==> config.mk <==
export PLATFORM = sky130hd
export DESIGN_NAME = branch_resolve_unit
export DESIGN_NICKNAME = d
export VERILOG_FILES = /design/src/rtl/branch_pkg.sv /design/src/rtl/branch_bht.sv /design/src/rtl/branch_resolve_unit.sv
export SDC_FILE = /design/constraint.sdc
export NUM_CORES = 1
export LEC_CHECK = 0
export CORE_MARGIN = 2
export CORE_UTILIZATION = 25
export CTS_BUF_LIST = sky130_fd_sc_hd__clkbuf_16
export CTS_CLUSTER_SIZE = 8
export DETAILED_ROUTE_END_ITERATION = 8
export PLACE_DENSITY_LB_ADDON = 0.25
export SLEW_MARGIN = 0
export SYNTH_ARGS = -nofsm -noshare
export SYNTH_HDL_FRONTEND = slang
export SYNTH_HIERARCHICAL = 1
export SYNTH_SLANG_ARGS = --single-unit
export TNS_END_PERCENT = 50
==> constraint.sdc <==
create_clock -name i_clk -period 2.19 [get_ports i_clk]
set_clock_uncertainty 0.2 [all_clocks]
set_input_delay 0.3285 -clock i_clk [delete_from_list [all_inputs] [get_ports i_clk]]
set_output_delay 0.3285 -clock i_clk [all_outputs]
set_load 0.02 [all_outputs]
==> src/rtl/branch_pkg.sv <==
// ---------------------------------------------------------------------------
// branch_pkg
// Shared types and constants for the execute-stage branch resolver.
//   brs_state_t  : resolver FSM states (IDLE, REDIRECT, FLUSH)
//   bht_ctr_t    : 2-bit saturating branch history counter
//   STRONG_NT .. STRONG_T : counter encodings, BHT_RESET is the reset value
//   PC_INCR      : sequential fetch increment
//   bht_next()   : saturating counter update helper
// ---------------------------------------------------------------------------
package branch_pkg;

    typedef enum logic [1:0] {
        IDLE     = 2'd0,
        REDIRECT = 2'd1,
        FLUSH    = 2'd2
    } brs_state_t;

    typedef logic [1:0] bht_ctr_t;

    localparam bht_ctr_t STRONG_NT = 2'd0;
    localparam bht_ctr_t WEAK_NT   = 2'd1;
    localparam bht_ctr_t WEAK_T    = 2'd2;
    localparam bht_ctr_t STRONG_T  = 2'd3;

    localparam bht_ctr_t BHT_RESET = WEAK_NT;

    localparam int PC_INCR = 4;

    // Saturating step toward taken or not-taken.
    function automatic bht_ctr_t bht_next(input bht_ctr_t ctr, input logic taken);
        bht_ctr_t res;
        res = ctr;
        if (taken) begin
            if (ctr != STRONG_T) res = ctr + 2'd1;
        end else begin
            if (ctr != STRONG_NT) res = ctr - 2'd1;
        end
        return res;
    endfunction

endpackage

==> src/rtl/branch_bht.sv <==
// ---------------------------------------------------------------------------
// branch_bht
// Branch history table of 2-bit saturating counters.
// Ports:
//   i_clk, i_rst_n : clock, synchronous active-low reset (all entries WEAK_NT)
//   i_rd_idx       : combinational read index
//   o_rd_taken     : MSB of the indexed counter (predict taken)
//   i_wr_en        : apply a saturating update this edge
//   i_wr_idx       : entry to update
//   i_wr_taken     : update direction (1 = increment, 0 = decrement)
// A read of the entry being written in the same cycle returns the old value.
// ---------------------------------------------------------------------------
module branch_bht
    import branch_pkg::*;
#(
    parameter int ENTRIES = 16,
    parameter int IDX_W   = $clog2(ENTRIES)
) (
    input  logic             i_clk,
    input  logic             i_rst_n,
    input  logic [IDX_W-1:0] i_rd_idx,
    output logic             o_rd_taken,
    input  logic             i_wr_en,
    input  logic [IDX_W-1:0] i_wr_idx,
    input  logic             i_wr_taken
);

    bht_ctr_t r_ctr [ENTRIES];

    assign o_rd_taken = r_ctr[i_rd_idx][1];

    always_ff @(posedge i_clk) begin
        if (!i_rst_n) begin
            for (int i = 0; i < ENTRIES; i++) begin
                r_ctr[i] <= BHT_RESET;
            end
        end else if (i_wr_en) begin
            r_ctr[i_wr_idx] <= bht_next(r_ctr[i_wr_idx], i_wr_taken);
        end
    end

endmodule

==> src/rtl/branch_resolve_unit.sv <==
// ---------------------------------------------------------------------------
// branch_resolve_unit
// Execute-stage branch resolver with a 2-bit BHT and mispredict recovery.
// Optional macro: BRANCH_STATS_EN enables the saturating statistics counters;
// without it o_stat_* are tied to 0.
// Ports:
//   i_clk, i_rst_n           : clock, synchronous active-low reset
//   i_ex_valid / o_ex_ready  : execute handshake (ready only in IDLE)
//   i_ex_is_branch/is_jump   : conditional branch / unconditional jump
//   i_ex_alu_branch_mask     : inversion mask applied to i_ex_alu_cond
//   i_ex_alu_cond            : ALU condition flag
//   i_ex_pred_taken          : prediction used by fetch
//   i_ex_pc, i_ex_target     : instruction PC and branch target
//   o_redirect_valid/_pc, i_redirect_ready : registered redirect to fetch
//   o_flush_if, o_flush_id   : registered flushes, FLUSH_CYCLES long
//   i_lookup_pc/o_lookup_taken : fetch-side combinational prediction
//   o_stat_branches, o_stat_mispredicts : statistics
// ---------------------------------------------------------------------------
module branch_resolve_unit
    import branch_pkg::*;
#(
    parameter int PC_W         = 32,
    parameter int BHT_ENTRIES  = 16,
    parameter int FLUSH_CYCLES = 2
) (
    input  logic            i_clk,
    input  logic            i_rst_n,
    input  logic            i_ex_valid,
    output logic            o_ex_ready,
    input  logic            i_ex_is_branch,
    input  logic            i_ex_is_jump,
    input  logic            i_ex_alu_branch_mask,
    input  logic            i_ex_alu_cond,
    input  logic            i_ex_pred_taken,
    input  logic [PC_W-1:0] i_ex_pc,
    input  logic [PC_W-1:0] i_ex_target,
    output logic            o_redirect_valid,
    input  logic            i_redirect_ready,
    output logic [PC_W-1:0] o_redirect_pc,
    output logic            o_flush_if,
    output logic            o_flush_id,
    input  logic [PC_W-1:0] i_lookup_pc,
    output logic            o_lookup_taken,
    output logic [31:0]     o_stat_branches,
    output logic [31:0]     o_stat_mispredicts
);

    localparam int IDX_W = $clog2(BHT_ENTRIES);
    localparam int CNT_W = $clog2(FLUSH_CYCLES + 1);

    brs_state_t      r_state;
    logic [CNT_W-1:0] r_flush_cnt;
    logic            r_redirect_valid;
    logic [PC_W-1:0] r_redirect_pc;
    logic            r_flush;

    logic w_is_ctl;
    logic w_accept;
    logic w_taken;
    logic w_mispredict;
    logic w_bht_upd;
    logic w_lookup_unused;

    assign o_ex_ready   = (r_state == IDLE);
    assign w_is_ctl     = i_ex_is_branch | i_ex_is_jump;
    assign w_accept     = i_ex_valid & o_ex_ready & w_is_ctl;
    assign w_taken      = i_ex_is_jump ? 1'b1 : (i_ex_alu_cond ^ i_ex_alu_branch_mask);
    assign w_mispredict = (w_taken != i_ex_pred_taken);
    // Jumps carry no direction history, so only pure conditional branches train.
    assign w_bht_upd    = w_accept & i_ex_is_branch & ~i_ex_is_jump;

    // Only the index bits of the fetch PC select a counter.
    assign w_lookup_unused = ^{i_lookup_pc[PC_W-1:2+IDX_W], i_lookup_pc[1:0]};

    branch_bht #(
        .ENTRIES (BHT_ENTRIES),
        .IDX_W   (IDX_W)
    ) u_bht (
        .i_clk      (i_clk),
        .i_rst_n    (i_rst_n),
        .i_rd_idx   (i_lookup_pc[2 +: IDX_W]),
        .o_rd_taken (o_lookup_taken),
        .i_wr_en    (w_bht_upd),
        .i_wr_idx   (i_ex_pc[2 +: IDX_W]),
        .i_wr_taken (w_taken)
    );

    always_ff @(posedge i_clk) begin
        if (!i_rst_n) begin
            r_state          <= IDLE;
            r_flush_cnt      <= '0;
            r_redirect_valid <= 1'b0;
            r_redirect_pc    <= '0;
            r_flush          <= 1'b0;
        end else begin
            case (r_state)
                IDLE: begin
                    if (w_accept && w_mispredict) begin
                        r_redirect_pc    <= w_taken ? i_ex_target : (i_ex_pc + PC_W'(PC_INCR));
                        r_redirect_valid <= 1'b1;
                        r_state          <= REDIRECT;
                    end
                end
                REDIRECT: begin
                    if (i_redirect_ready) begin
                        r_redirect_valid <= 1'b0;
                        r_flush          <= 1'b1;
                        r_flush_cnt      <= CNT_W'(FLUSH_CYCLES);
                        r_state          <= FLUSH;
                    end
                end
                FLUSH: begin
                    // The handshake edge already counts as the first flush cycle,
                    // so the flush drops when the counter would reach zero.
                    r_flush_cnt <= r_flush_cnt - CNT_W'(1);
                    if (r_flush_cnt == CNT_W'(1)) begin
                        r_flush <= 1'b0;
                        r_state <= IDLE;
                    end
                end
                default: begin
                    r_state <= IDLE;
                end
            endcase
        end
    end

    assign o_redirect_valid = r_redirect_valid;
    assign o_redirect_pc    = r_redirect_pc;
    assign o_flush_if       = r_flush;
    assign o_flush_id       = r_flush;

`ifdef BRANCH_STATS_EN
    logic [31:0] r_stat_branches;
    logic [31:0] r_stat_mispredicts;

    always_ff @(posedge i_clk) begin
        if (!i_rst_n) begin
            r_stat_branches    <= '0;
            r_stat_mispredicts <= '0;
        end else if (w_accept) begin
            if (r_stat_branches != 32'hFFFF_FFFF) begin
                r_stat_branches <= r_stat_branches + 32'd1;
            end
            if (w_mispredict && (r_stat_mispredicts != 32'hFFFF_FFFF)) begin
                r_stat_mispredicts <= r_stat_mispredicts + 32'd1;
            end
        end
    end

    assign o_stat_branches    = r_stat_branches;
    assign o_stat_mispredicts = r_stat_mispredicts;
`else
    assign o_stat_branches    = 32'd0;
    assign o_stat_mispredicts = 32'd0;
`endif

endmodule

======== Yosys cells after proc, flatten, opt, wreduce, memory -nomap -nowiden ========
Memories as Yosys holds them, arrays and structs flattened.
Cells that the tools add are included.
storage, ports and cells
  ROM bits ................................ 0
  bits in registers ....................... 38
  bits of input ports ..................... 105
  logic and storage cells ................. 61
  memories ................................ 1
  output and inout bits ................... 101
  latch bits .............................. 0
  memory bits (writable) .................. 32
operators by class
  reductions and logical operators ........ 11
  shift-type cells ........................ 0
  equality and inequality tests ........... 8
  $lt $le $gt $ge ......................... 0
  $add $sub $neg .......................... 4
  div/mod/pow operators ................... 0
  bitwise operators ....................... 7
  multipliers ............................. 0
  multiplexer cells ....................... 25
memories
  name         depth  width  read ports  clocked after memory_dff  write ports  RTL line          text
  u_bht.r_ctr  16     2      2           0                         16           branch_bht.sv:28  bht_ctr_t r_ctr [ENTRIES];
operators with widths
  operator                                               count
  adder 32 x 3 -> 32 bit, second input constant          1
  2-to-1 mux 32 bit                                      1
  2-to-1 mux 2 bit                                       9
  2-to-1 mux 1 bit                                       10
  AND reduction 3 bit                                    3
  inequality test 2 bit, second input constant           3
  case mux 2 bit (3 select lines)                        1
  nonzero test 2 bit                                     3
  AND 1 bit                                              4
  == test 2 x 1 -> 1 bit, second input constant          2
  2-to-1 mux 4 bit                                       1
  case mux 1 bit (2 select lines)                        2
  case mux 2 bit (2 select lines)                        1
  AND reduction 2 bit                                    2
  subtractor 2 x 1 -> 2 bit, second input constant       2
  adder 2 x 1 -> 2 bit, second input constant            1
  == test 2 bit, second input constant                   1
  logical NOT 2 bit                                      1
  inequality test 2 x 1 -> 1 bit, second input constant  1
  OR reduction 2 bit                                     1
  logical AND 1 bit                                      1
  inequality test 1 bit                                  1
  NOT 1 bit                                              1
  OR 1 bit                                               1
  XOR 1 bit                                              1

======== Depth between registers and ports, before layout ========
Gate-level depths: netlist of run 1.
  depth in word-level cells ............... 10
  depth in mapped cells ................... 8
  depth with buffers taken out ............ 7

======== Hierarchy ========
Netlist of run 1, hierarchy kept.
modules (own cells, without submodules)
  module               area an instance (sq um)  cells each  times used
  branch_resolve_unit  3104.2                    382         1
  branch_bht           1727.9                    144         1

======== Worst setup path before layout of run 1 ========
Ideal clock, no wire load.
  kind .................................... in2reg
  from .................................... in i_ex_pc[2]
  to ...................................... mem u_bht/r_ctr[8][0] (netlist name), data pin
  path buffers ............................ 3
  arrival time ............................ 1.754 ns
  library setup time ...................... 0.287 ns
  data required time ...................... 1.703 ns
  path slack .............................. -0.050 ns
  stages .................................. 8
  path through ............................ buf_6 buf_6 mux4_2 nand3_1 and3_1 maj3_2 buf_6 nand3_1
RTL lines
  what         RTL line                   text
  from (decl)  branch_resolve_unit.sv:35  input logic [PC_W-1:0] i_ex_pc,
  to (decl)    branch_bht.sv:28

==> results of run 1 <==
## routing by layer
metal  GRT usage  wire (um)
met2       0.255       7680
met3      0.0376       1030
met1       0.188       6900
met4      0.0391        240
met5           0          0
## per-stage QoR
| stage | std cells | hold WS (ns) | utilization |
|---|---|---|---|
| floorplan | 589 | 0.274 | - |
| global placement | 976 | 0.253 | 0.356 |
| detailed placement | 976 | 0.261 | 0.356 |
| CTS | 997 | 0.229 | 0.377 |
| global route | 1002 | 0.240 | 0.387 |
| finish | 1002 | 0.220 | 0.387 |
## power by group
group          switching [mW]  internal, mW
Combinational           0.561         0.499
Clock                   0.571         0.862
Sequential             0.0366          1.42
Total                    1.17          2.78
## path summary, 6_finish.rpt
path	end	slack, ns
worst max-delay path	o_lookup_taken	-0.26
worst min-delay path	u_bht/r_ctr[7][0]	0.22
worst max register to register	u_bht/r_ctr[4][1]	-0.09
worst min register to register	o_redirect_pc[6]	0.27
## cells in the mapped netlist (4+ instances only)
cell	count	area [sq um]
sky130_fd_sc_hd__clkbuf_1	9	33.8
sky130_fd_sc_hd__o211ai_1	7	52.6
sky130_fd_sc_hd__a21boi_0	7	52.6
sky130_fd_sc_hd__nand2b_1	6	37.5
sky130_fd_sc_hd__and4_1	4	35.0
sky130_fd_sc_hd__dfxtp_1	38	761
sky130_fd_sc_hd__nand2_1	77	289
sky130_fd_sc_hd__nand4_1	9	56.3
sky130_fd_sc_hd__o211a_1	4	40.0
sky130_fd_sc_hd__buf_4	68	510
sky130_fd_sc_hd__a32o_1	5	50.1
sky130_fd_sc_hd__a22o_1	7	61.3
sky130_fd_sc_hd__mux2i_1	8	80.1
sky130_fd_sc_hd__buf_6	10	113
sky130_fd_sc_hd__o21ai_0	13	65.1
sky130_fd_sc_hd__a21oi_1	8	40.0
sky130_fd_sc_hd__mux4_2	13	293
sky130_fd_sc_hd__and2_1	4	25.0
sky130_fd_sc_hd__nor2b_1	7	43.8
sky130_fd_sc_hd__edfxtp_1	32	961
sky130_fd_sc_hd__nand3_1	43	215
sky130_fd_sc_hd__nor2_1	37	139
sky130_fd_sc_hd__buf_2	6	30.0
sky130_fd_sc_hd__xnor2_1	10	87.6
sky130_fd_sc_hd__xor2_1	10	87.6
sky130_fd_sc_hd__o221ai_1	4	35.0
sky130_fd_sc_hd__nor3_1	7	35.0
sky130_fd_sc_hd__and3_1	7	43.8
sky130_fd_sc_hd__inv_1	9	33.8
## state kept, by name (all words and copies together), names as in the netlist
register / count
r_flush_cnt: 2
u_bht/r_ctr: 32
o_flush_id: 1
o_redirect_pc: 32
r_state: 2
o_redirect_valid: 1
## repair_timing
action                                  in CTS  in global routing
buffers inserted                             3                  7
resized for setup                           21                 38
pin swaps                                    1                 18
cloned                                       2                  0
endpoints found under the hold margin        0                  0
hold buffers                                 0                  0
endpoints found under the setup margin      40                 54
## kinds of logic (layout without fill, tap and decap cells)
family	after synthesis	in the layout	share of synthesized area
compound gates	85	85	0.136
xor+xnor	20	20	0.0362
fa+ha+maj	4	4	0.00984
buf+inv	104	257	0.154
flops	70	70	0.356
mux	21	21	0.0772
other cells	1	64	0.000776
simple gates	221	221	0.230
## area by class of cell
class | instances | area [sq um]
clock inverters | 7 | 55.1
fillers | 1905 | 11500
inverters | 10 | 42.5
well taps | 260 | 325
flip-flops and latches | 70 | 1720
clock buffers | 9 | 225
repair buffers | 231 | 2130
multi-input cells | 415 | 2790
## placed cells by master, fill, tap and decap left out, types with 4 or more instances in the layout
cell type,instances
sky130_fd_sc_hd__o21ai_0,13
sky130_fd_sc_hd__nor2_1,34
sky130_fd_sc_hd__inv_1,9
sky130_fd_sc_hd__buf_4,105
sky130_fd_sc_hd__nand4_1,9
sky130_fd_sc_hd__nor3_1,5
sky130_fd_sc_hd__o221ai_1,4
sky130_fd_sc_hd__nand2_2,4
sky130_fd_sc_hd__o211a_1,4
sky130_fd_sc_hd__clkdlybuf4s50_1,105
sky130_fd_sc_hd__o211ai_1,7
sky130_fd_sc_hd__clkbuf_16,9
sky130_fd_sc_hd__dfxtp_1,38
sky130_fd_sc_hd__mux4_2,13
sky130_fd_sc_hd__conb_1,64
sky130_fd_sc_hd__nand3_1,26
sky130_fd_sc_hd__nor3_2,4
sky130_fd_sc_hd__buf_6,7
sky130_fd_sc_hd__and2_1,4
sky130_fd_sc_hd__nand2b_4,4
sky130_fd_sc_hd__clkinv_1,4
sky130_fd_sc_hd__buf_12,4
sky130_fd_sc_hd__a32o_1,5
sky130_fd_sc_hd__and4_1,4
sky130_fd_sc_hd__xor2_1,10
sky130_fd_sc_hd__xnor2_1,10
sky130_fd_sc_hd__a21boi_0,7
sky130_fd_sc_hd__a21oi_1,8
sky130_fd_sc_hd__a22o_1,7
sky130_fd_sc_hd__nand3_2,19
sky130_fd_sc_hd__nor2b_1,7
sky130_fd_sc_hd__edfxtp_1,32
sky130_fd_sc_hd__and3_1,5
sky130_fd_sc_hd__mux2i_1,8
sky130_fd_sc_hd__nand2_1,73
## worst reg2reg max path: stages (launching register included)
cell	delay, ns
sky130_fd_sc_hd__edfxtp_1	0.42
sky130_fd_sc_hd__mux4_2	0.50
sky130_fd_sc_hd__a22oi_2	0.19
sky130_fd_sc_hd__and3_4	0.21
sky130_fd_sc_hd__buf_6	0.09
sky130_fd_sc_hd__maj3_2	0.22
sky130_fd_sc_hd__buf_8	0.15
sky130_fd_sc_hd__nor2_1	0.05
==> impl.org, run 1 <==
** Outcome
- Status :: complete, but fails checks
- The checks that failed: setup timing.

** Worst setup path
- Most common cell type on the critical path :: sky130_fd_sc_hd__mux4_2
- For the worst setup path, the data required time is 1.66 ns.
- Worst Path Max Fanout :: 2
- In this design, the largest share of critical-path delay is due to multiplexers.
- Startpoint of the most critical setup path :: u_bht/r_ctr[8][1]
- List of cells traversed by the critical path :: mux4_2 > mux4_2 > buf_6
- For the worst flop-to-flop path, the logic depth is 7.
- Critical path launch point type :: register
- The startpoint identified for the worst register-to-register timing path is u_bht/r_ctr[3][1].
- The number of buffers and inverters on the critical path is 1.
- Cell depth of the worst setup path :: 3
- The largest individual stage delay along the critical path comes from the cell sky130_fd_sc_hd__mux4_2.
- Data arrives at the worst endpoint at 1.92 ns.
- STA classifies the critical path endpoint as a primary output.
- Kind of critical path :: register to primary output
- The largest single stage delay on the critical path is about 0.50 ns.

** Global route
- Entering global routing, the biggest net connects 35 pins.
- Number of global-route vias before repair :: approximately 4400
- Number of antenna violations at the first check in global routing :: 0
- The first global-routing pass estimated between 20000 and 25000 um of wire.
- After global routing the overflow that remains totals 0.
- Total global routing track utilization :: 0.149

** Yosys
- Combined area of all synthesized cells :: 0.00483 sq mm
- Dividing the synthesized area by the synthesized cell count gives a little over 9 sq um.
- Number of storage elements in the synthesis netlist :: 70
- In this run, distinct cell masters in the synthesized netlist total 64.
- For this run, the number of Yosys warnings is 6.
- In the synthesized netlist the async set-or-reset flop fraction comes to 0.
- For this run, the leading register cell type out of synthesis is sky130_fd_sc_hd__dfxtp_1.
- Sequential share of the synthesized area :: 0.356
- Counting every instance in the synthesized netlist gives around 530.
- Counting flops with a built-in enable in the synthesized netlist gives 32.

** Clock network
- # H-tree levels :: 3
- The clock net in this run drives a total of 70 sinks.
- TritonCTS built the clock tree.
- Clock latency reported for the late side of the worst-skew pair :: ~0.34 ns
- After clock tree synthesis, the clock-pin slew on the worst setup and hold paths is ~0.06 ns.
- The tree is rooted in a sky130_fd_sc_hd__clkbuf_16.
- Maximum buffer depth of the clock tree :: 2
- The number of clock buffers added by TritonCTS is 9.

** Routing
- After detailed routing, the average wire length per cell comes to approximately 16 um.
- DRC violations left :: 0
- Routed Antenna Nets :: 0
- The first detailed-routing pass took 4 iterations.
- Via count of the routed design :: around 4500
- After detailed routing, the total wire length is roughly 16000 um.
- Dividing the detail-routed via count by the number of cells gives between 4 and 5.
- Drt initial violations :: about 150

** Floorplan
- Die boundary height :: approximately 140 um
- Rows :: 50
- DIE AREA :: between 0.02 and 0.025 sq mm
- The initial utilization of the core area, before any placement, comes to 0.257.
- 206 I/O pins were placed.
- From left edge to right edge, the die measures 143 um.
- Core area :: around 0.019 sq mm

** STA
- Of the available clock period, the critical path in the final layout requires 1.12.
- Setup repair after global routing could not meet its margin everywhere.
- After layout, the minimum clock period comes to 2.45 ns.
- The hold violation count in the final report came to 0.
- In the final timing run, aggregate negative setup slack is -2.46 ns.
- The max-slew violation count came to 0.
- Top achievable clock speed :: around 400 MHz
- Worst setup slack after layout :: -0.260 ns
- Final setup violating endpoints :: 33

** Placement
- Timing analysis after detailed placement gives a worst setup slack of -0.867 ns.
- Detailed-placement wirelength estimate :: ~12000 um
- Once placement finished, the instance area stood at around 0.0067 sq mm.
- During placement, the flow inserted port buffers numbering about 110.
- The congestion estimate from routability-driven global placement came to between 0.8 and 0.9.

** Power and ir drop
- The analysis attributes to cell leakage a power of approximately 2.9 nW.
- VDD IR max :: around 0.40 mV
- Pwr dens :: 542 mW/mm^2
- The design draws 3.95 mW.

** Final layout
- The number of antenna diodes in the final layout is 0.
- Fraction of final layout cells sized beyond drive strength 1 :: 0.270
- Final standard cell area without fillers :: roughly 0.0073 sq mm
- From synthesis to final layout, the design area changed by 50.8%.
- Net total in the final layout :: 844

** Worst hold path
- Along the worst hold path, the cell count comes to 2.
- Path category of the worst min-delay check :: input port to register
- In this run the most critical hold path is launched from i_rst_n.

** Job
- Max-cap violations in this run came to 0.
Note: power is estimated with default switching activity, not from simulation.
==> inputs of run 2 (changes only) <==
SLEW_MARGIN = 20   (was 0)
==> results of run 2 <==
Final layout, timing and power as in run 1 (identical DEF).
==> inputs of run 3 (changes only) <==
RECOVER_POWER = 25   (was not set)
clock period = 2.7 ns   (was 2.19 ns; I/O delays follow)
==> run 3 against run 2 <==
  * Worst hold slack better by 0.042 ns
  * Final cell count decreased by 7.5%
  * First-iteration DRC count up 35%
  * Largest power group is now clock
  * Flip-flop and latch count did not move
  * Global-route usage is 0.84 points lower
  * Total power shrank 18%
  * Design area decreased by 11%
  * The run now ends clean
==> impl.org, run 3 (synthesis results as in run 1) <==
** Global route
- Number of antenna violations at the first check in global routing :: 0
- The first global-routing pass estimated 22000 um of wire.
- Overflow left after global routing :: 0
- Number of global-route vias before repair :: ~4100
- Entering global routing, the biggest net connects 33 pins.
- In the global route stage, overall resource usage came out at 0.141.

** Routing
- Total Routed Length :: ~15000 um
- DRC violations left :: 0
- Via count normalized by instance count :: roughly 4.6
- Wire length on met1 :: between 6000 and 7000 um
- In the final routed layout, each cell accounts on average for between 15 and 20 um.
- Via count of the routed design :: about 4200
- Top metal layer carrying routed signals :: met4
- The first detailed-routing pass took 4 iterations.
- The routed design uses between 7000 and 8000 um of met2 wire.
- Drt initial violations :: around 200
- In this run the remaining antenna-violating nets after routing total 0.
- Detailed routing placed a total of 1060 um of wire on met3.

** Power and ir drop
- Pwr dens :: roughly 500 mW/mm^2
- Total power of the final layout :: roughly 3.2 mW
- Cell leakage power :: roughly 2.5 nW
- VDD IR max :: ~0.3 mV

** Worst setup path
- Worst Setup End Kind :: register
- The setup path with the least slack is of type input port to register.
- Reg-to-reg critical path startpoint :: r_state[1]
- The worst setup path is launched from an input port.
- For the worst setup path, the data arrival time is 2.44 ns.
- Critical Path Sink :: u_bht/r_ctr[10][0]
- In this run the register-to-register setup slack is ~0.44 ns.
- Startpoint of the most critical setup path :: i_ex_pc[2]
- Along the worst path, the maximum fanout reaches 18.
- The worst register-to-register path has a depth of 7.
- In this run the critical register-to-register path is captured at u_bht/r_ctr[11][0].
- Required @ worst endpoint :: 2.59 ns
- Highest-delay cell along the critical path :: sky130_fd_sc_hd__mux4_2
- For this run, the slowest stage of the critical path takes approximately 0.53 ns.
- The cell that appears most often on the critical path is sky130_fd_sc_hd__buf_12.
- The signal on the critical path passes through clkdlybuf4s50_1 > buf_12 > mux4_2 > a22oi_1 > and3_1 > maj3_2 > buf_12 > nand3_1.

** Final layout
- The top cell types in the final layout, fill and taps aside, are sky130_fd_sc_hd__clkdlybuf4s50_1, sky130_fd_sc_hd__nand2_1, sky130_fd_sc_hd__conb_1.
- Summing all multi-input logic gate instances after layout gives between 0.002 and 0.003 sq mm.
- Summing all flip-flop and latch instances after layout gives roughly 0.0017 sq mm.
- In the final layout, the share of cells above drive strength 1 is 0.138.
- Syn-to-layout area delta :: 34.7%
- Ant. Diodes :: 0
- Measured on the finished design, the core utilization comes to 0.346.
- The library cell used most frequently in the layout, excluding fill and tap cells, is sky130_fd_sc_hd__clkdlybuf4s50_1.
- The finished cells cover roughly 0.0065 sq mm.
- Net total in the final layout :: around 770
- Fill count :: approximately 1900

** STA
- For the pin with the worst max-slew slack, the measured transition is 0.598 ns.
- The max-slew violation count is 0.
- Adding up every negative setup slack in the final design gives 0 ns.
- Across all hold checks on the routed design, the worst slack comes to 0.262 ns.
- Max-slew headroom at the worst pin :: 0.598
- Unrepaired setup endpoints after global routing :: false
- The worst path needs between 2 and 3 ns of the cycle, external delays included.
- Top achievable clock speed :: around 400 MHz
- Final setup violating endpoints :: 0
- The hold violation count in the final report came to 0.
- Fin crit share :: 0.947

** Worst hold path
- Path category of the worst min-delay check :: register to register

** Clock network
- The clock net in this run drives a total of 70 sinks.
- Clock latency on the worst-skew pair, taken at its later pin, is ~0.34 ns.
- TritonCTS built the clock tree.
- Clock input transition at the sequential cells of the worst setup and hold paths :: 0.05 ns
- CTS Hold Bufs :: 0
- # H-tree levels :: 3
- The clock passes through at most 2 buffers.
- Clock tree synthesis selected as its root buffer the cell sky130_fd_sc_hd__clkbuf_16.
- Clock buffers created by TritonCTS :: 9

** Placement
- Placer's final routability congestion estimate :: ~0.88
- Cell area reported after detailed placement :: between 0.006 and 0.007 sq mm
- Input and output buffers added on the ports amount to roughly 110.
- Once detailed placement completed, the half-perimeter wirelength came to 11300 um.

** Floorplan
- The floorplan step set the die width to around 140 um.
- The core region is between 0.015 and 0.02 sq mm.
- Rows :: 50
- Initial core utilization :: 0.257
- between 200 and 250 I/O pins were placed.
- DIE AREA :: 0.0205 sq mm
- Die boundary height :: about 140 um

** Outcome
- Status :: finished clean

** Job
- Across the run, the number of max-cap violations was 0.
-- run 3: cell types whose count changed in the layout (fill, tap and decap cells not counted), sizes merged --
| cell | change |
|---|---|
| bufbuf | -1 |
| clkdlybuf4s50 | -27 |
| dlymetal6s2s | -3 |
| clkinv | -4 |
| dlygate4sd3 | +31 |
| bufinv | +2 |
| clkdlybuf4s15 | -1 |
| clkbuf | +2 |
| inv | +2 |
| dlygate4sd2 | -1 |
| buf | -75 |
-- run 3: metal layers --
metal  GRT usage  vias to the layer above
li1            -                     2039
met1       0.176                     2041
met2       0.238                      151
met3      0.0396                       14
met4      0.0370                        0
met5           0                        -
-- run 3: worst min-delay path by stage --
stage	start	endpoint	slack, ns	cells after the start
after floorplan	r_flush_cnt[0]	r_flush_cnt[0]	0.27	1
after global placement	o_redirect_pc[4]	o_redirect_pc[4]	0.25	2
after detailed placement	o_redirect_pc[5]	o_redirect_pc[5]	0.26	2
after CTS	o_redirect_pc[5]	o_redirect_pc[5]	0.27	2
after global routing	i_rst_n	o_redirect_pc[5]	0.29	2
final	o_redirect_pc[5]	o_redirect_pc[5]	0.26	2
-- run 3: stage by stage --
step	cells	worst slack (ns)
2_1_floorplan	589	0.383
3_3_place_gp	911	-0.494
3_5_place_dp	911	-0.498
4_1_cts	927	0.0257
5_1_grt	927	0.0729
6_report	927	0.144
-- run 3: layout make-up --
class / count / share of cell area
Clock buffer: 9 / 0.0346
Clock inverter: 7 / 0.0161
Inverter: 10 / 0.00653
Multi-Input combinational cell: 415 / 0.400
Sequential cell: 70 / 0.264
Tap cell: 260 / 0.0500
Timing Repair Buffer: 156 / 0.228
-- run 3: worst max-delay path: cells and delay by family --
family / cells / cell delay, ns
simple gates: 2 / 0.30
mux: 1 / 0.53
fa+ha+maj: 1 / 0.21
buf+inv: 3 / 0.84
compound gates: 1 / 0.14
-- run 3: repair_timing --
| action | in CTS | in global routing |
|---|---|---|
| resized for setup | 5 | 2 |
| endpoints found under the hold margin | 0 | 0 |
| setup buffers | 0 | 0 |
| pin swaps | 0 | 0 |
| cloned | 0 | 0 |
| setup endpoints to repair | 1 | 1 |
-- run 3: power breakdown --
part / switching [mW] / internal [mW] / total (mW)
combinational: 0.410 / 0.310 / 0.720
sequential: 0.0297 / 1.15 / 1.18
clock: 0.442 / 0.889 / 1.33
